==> src/rtl/uart_tx.sv <==
// UART transmit serializer: start bit, LSB-first data, optional parity, one stop bit.
// One serial bit per CLK cycle; TX_OUT and busy come straight from flops.
module uart_tx #(
   parameter int DATA_WIDTH = 8
) (
   input  logic                  CLK,
   input  logic                  RST,
   input  logic [DATA_WIDTH-1:0] P_DATA,
   input  logic                  Data_Valid,
   input  logic                  PAR_EN,
   input  logic                  PAR_TYP,
   output logic                  TX_OUT,
   output logic                  busy
);

   localparam int CNT_W = (DATA_WIDTH > 1) ? $clog2(DATA_WIDTH) : 1;
   localparam logic [CNT_W-1:0] LAST_BIT = CNT_W'(DATA_WIDTH - 1);

   typedef enum logic [2:0] {
      IDLE   = 3'd0,
      START  = 3'd1,
      DATA   = 3'd2,
      PARITY = 3'd3,
      STOP   = 3'd4
   } state_t;

   state_t                state, state_nxt;
   logic [DATA_WIDTH-1:0] data_r, data_nxt;
   logic                  par_en_r, par_en_nxt;
   logic                  par_typ_r, par_typ_nxt;
   logic [CNT_W-1:0]      cnt, cnt_nxt;
   logic                  tx_nxt, busy_nxt;
   logic                  accept;

   // Even parity is the XOR of the data bits; odd parity inverts it.
   function automatic logic parity_bit(input logic [DATA_WIDTH-1:0] d, input logic odd);
      return (^d) ^ odd;
   endfunction

   always_ff @(posedge CLK or negedge RST) begin
      if (!RST) begin
         state     <= IDLE;
         data_r    <= '0;
         par_en_r  <= 1'b0;
         par_typ_r <= 1'b0;
         cnt       <= '0;
         TX_OUT    <= 1'b1;
         busy      <= 1'b0;
      end else begin
         state     <= state_nxt;
         data_r    <= data_nxt;
         par_en_r  <= par_en_nxt;
         par_typ_r <= par_typ_nxt;
         cnt       <= cnt_nxt;
         TX_OUT    <= tx_nxt;
         busy      <= busy_nxt;
      end
   end

   always_comb begin
      state_nxt   = state;
      data_nxt    = data_r;
      par_en_nxt  = par_en_r;
      par_typ_nxt = par_typ_r;
      cnt_nxt     = cnt;
      accept      = 1'b0;

      case (state)
         IDLE: begin
            if (Data_Valid) accept = 1'b1;
         end
         START: begin
            state_nxt = DATA;
            cnt_nxt   = '0;
         end
         DATA: begin
            if (cnt == LAST_BIT) begin
               state_nxt = par_en_r ? PARITY : STOP;
            end else begin
               cnt_nxt = cnt + CNT_W'(1);
            end
         end
         PARITY: begin
            state_nxt = STOP;
         end
         STOP: begin
            // A request seen here chains the next frame with no idle gap.
            if (Data_Valid) accept = 1'b1;
            else            state_nxt = IDLE;
         end
         default: begin
            state_nxt = IDLE;
            cnt_nxt   = '0;
         end
      endcase

      if (accept) begin
         state_nxt   = START;
         cnt_nxt     = '0;
         data_nxt    = P_DATA;
         par_en_nxt  = PAR_EN;
         par_typ_nxt = PAR_TYP;
      end
   end

   // Output flops are loaded with the value for the state being entered.
   always_comb begin
      tx_nxt   = 1'b1;
      busy_nxt = (state_nxt != IDLE);
      case (state_nxt)
         START:   tx_nxt = 1'b0;
         DATA:    tx_nxt = data_nxt[cnt_nxt];
         PARITY:  tx_nxt = parity_bit(data_r, par_typ_r);
         default: tx_nxt = 1'b1;
      endcase
   end

endmodule

==> config.mk <==
export PLATFORM = sky130hd
export DESIGN_NAME = uart_tx
export DESIGN_NICKNAME = d
export VERILOG_FILES = /design/src/rtl/uart_tx.sv
export SDC_FILE = /design/constraint.sdc
export NUM_CORES = 1
export LEC_CHECK = 0
export CAP_MARGIN = 5
export CORE_MARGIN = 1.5
export CORE_UTILIZATION = 51
export CTS_CLUSTER_DIAMETER = 50
export CTS_CLUSTER_SIZE = 14
export DETAILED_ROUTE_END_ITERATION = 6
export PLACE_DENSITY = 0.76
export SLEW_MARGIN = 20
export SYNTH_ARGS = -nofsm -noshare
export SYNTH_HDL_FRONTEND = slang
export SYNTH_SLANG_ARGS = --single-unit
==> constraint.sdc <==
create_clock -name CLK -period 2.3 [get_ports CLK]
set_input_delay 0.23 -clock CLK [delete_from_list [all_inputs] [get_ports CLK]]
set_output_delay 0.23 -clock CLK [all_outputs]
set_load 0.1 [all_outputs]
==> results.toml <==
[placed_design]
placed_cells = 138
dp_hpwl_um = 1434
place_area_um2 = 1121
finalWeightedCongestion = 0.8907
port_buffers = 14

[detailed_routing]
drc = 0
route.vias.total = 780
routedWlPerCell_um = 13.51
totalWireLength_um = 1918
vias_per_cell = 5.493
detail-route-antenna-nets = 0
dr.pass1.iters = 4
drt_iter0_drc = 14

[grt]
grt_pass1_wl_um = 3263
grt_use_total_pct = 21.98
grt_pass1_vias = 726
antenna_found_initial = 0
grt_max_degree = 19
grt-ovfl-total = 0

[die]
fp.dieH_um = 46.44
io_pins = 15
start_util_pct = 55.13
fp.dieArea_um2 = 2156
row_count = 15
core_um2 = 1745
die_w_um = 46.44

[synthesis]
async_flop_share_pct = 100.0
synth_fa_ha_area_share_pct = 1.300
syn_area_um2 = 962.2
synth_nets = 115
synthesis.instances = 101
yosysWarnings = 0
synth_edf_count = 0
synth.distinct_cells = 38
synth_xor_area_share_pct = 7.802
synth_compound_area_share_pct = 19.77
avgSynthCellArea_um2 = 9.526
synth_top_family_by_area = "simple AND/OR/NAND/NOR gates"
synthSimpleGateAreaFrac_pct = 21.07
synth-seq-cells = 18
synth_seq_area_share_pct = 46.94
synth_ff_type = "dfrtp_1"
synth_mux_area_share_pct = 1.040

[cts]
cts_setup_buffers = 0
clk_pin_slew_ps = 100
clk_latency_ps = 300
cts_buffer_depth = 2
cts_made_buffers = 3
cts_sinks = 18
htreeDepth = 1
root_buffer = "clkbuf_4"
cts.repair.resized = 0
cts_tree = "built"
ctsHoldBuffers = 0

[critical_path]
cp_max_fo = 4
rr_startpoint = "cnt[0]"
cp.arrival_ps = 2210
crit_path_end_kind = "flop"
rr_worst_depth = 8
worstPathRequired_ps = 2540
path_class = "flop to flop"
rr_endpoint = "TX_OUT"
regToRegSetupSlack_ps = 330
cp-start-kind = "flop"

[cells_and_area]
drive_gt1_share_pct = 11.97
final_common_cell = "nand2_1"
diodes = 0
final_cells = 142
areaGrowthSynthToFinish_pct = 19.25
layout.nets = 132
finalInstanceArea_um2 = 1147
final_cell_mix = "nand2_1 (32), dfrtp_1 (17), clkdlybuf4s50_1 (12)"

[timing]
tightest_slew_ps = 791.6
fmax_mhz = 506.5
slew_headroom_pct = 47.06
hold_viol_final = 0
tns_ps = 0
rsz0062_at_grt = "no"
setup_viol = 0
period_needed_ps = 1974
holdWs_ps = 381.9
final-max-slew-violation-count = 0
period_share_pct = 85.84
skew_ps = 4.213

[power]
p_per_area_nw_per_um2 = 1481
ir_worst_vdd_v = 0.0007723
p_leak_uw = 0.0005245
power_uw = 1699

[flow_run]
max_cap_viol_count = 0

[run_status]
status = "finished, final reports clean"

[min_path]
hold_path.class = "input pin to asynchronous set/reset pin"
[Yosys cell counts, drive strengths merged (2+ instances only)]
| cell | instances | area (µm²) |
|---|---|---|
| a21o | 2 | 15.01 |
| a21oi | 3 | 18.77 |
| a31oi | 2 | 12.51 |
| and2 | 2 | 16.27 |
| clkbuf | 2 | 7.510 |
| dfrtp | 17 | 425.4 |
| inv | 2 | 7.510 |
| nand2 | 32 | 120.1 |
| nor2 | 4 | 15.01 |
| o21ai | 6 | 33.78 |
| xnor2 | 4 | 35.03 |
| xor2 | 2 | 17.52 |
[registers in the layout, summed over array words and instances (netlist names)]
name and count:
data_r 8, par_typ_r 1, TX_OUT 1, state 3, busy 1, cnt 3, par_en_r 1
[final cells by class]
cell class | count | area, µm²
fill | 142 | 598.1
multi-input combinational | 78 | 490.5
sequential | 18 | 451.7
timing repair buffer | 14 | 135.1
tap | 25 | 31.28
clock buffer | 4 | 26.28
inverter | 3 | 12.51
[how the worst max path moves through the flow]
| stage | startpoint | to | slack [ps] | cells after the start |
|---|---|---|---|---|
| after floorplan | cnt[0] | TX_OUT | 500 | 7 |
| after global placement | Data_Valid | TX_OUT | 390 | 7 |
| after detailed placement | Data_Valid | TX_OUT | 370 | 8 |
| after CTS | cnt[0] | TX_OUT | 360 | 7 |
| after global routing | cnt[0] | TX_OUT | 190 | 8 |
| final | cnt[0] | TX_OUT | 330 | 8 |
[cell families (layout without fill, tap and decap cells)]
group / count (synthesis) / after routing
flops: 18 / 18
buf+inv: 5 / 21
fa+ha+maj: 1 / 1
xor+xnor: 7 / 7
compound gates: 23 / 23
simple gates: 46 / 46
mux: 1 / 1
[metal layers]
| layer | part of all wire (%) | vias to the layer above | GRT usage (%) |
|---|---|---|---|
| li1 | - | 382 | - |
| met1 | 45 | 375 | 27.70 |
| met2 | 49 | 18 | 37.22 |
| met3 | 3.7 | 5 | 2.353 |
| met4 | 2.0 | 0 | 10.29 |
| met5 | 0 | - | 0 |
[report_power, final]
| part | total [µW] | leakage [µW] | switching (µW) | internal (µW) |
|---|---|---|---|---|
| Combinational | 936 | 0.000286 | 520 | 416 |
| Sequential | 598 | 0.000224 | 135 | 463 |
| Clock | 165 | 0.0000150 | 97.6 | 67.7 |
[critical path, stage by stage, from the launching register on]
cell,delay (ps)
dfrtp_1,420
ha_1,260
a21oi_1,230
o21bai_1,120
a21oi_2,240
clkinv_2,130
a2111oi_4,290
nor4_1,90
o211ai_2,140
[stage by stage]
step | setup slack [ps] | util (%)
5_1_grt | 189.7 | 65.73
3_5_place_dp | 369.1 | 64.23
6_report | 325.6 | 65.73
4_1_cts | 355.4 | 65.73
3_3_place_gp | 394.9 | 64.23
2_1_floorplan | 503.3 | -
(Power assumes the default switching activity.)
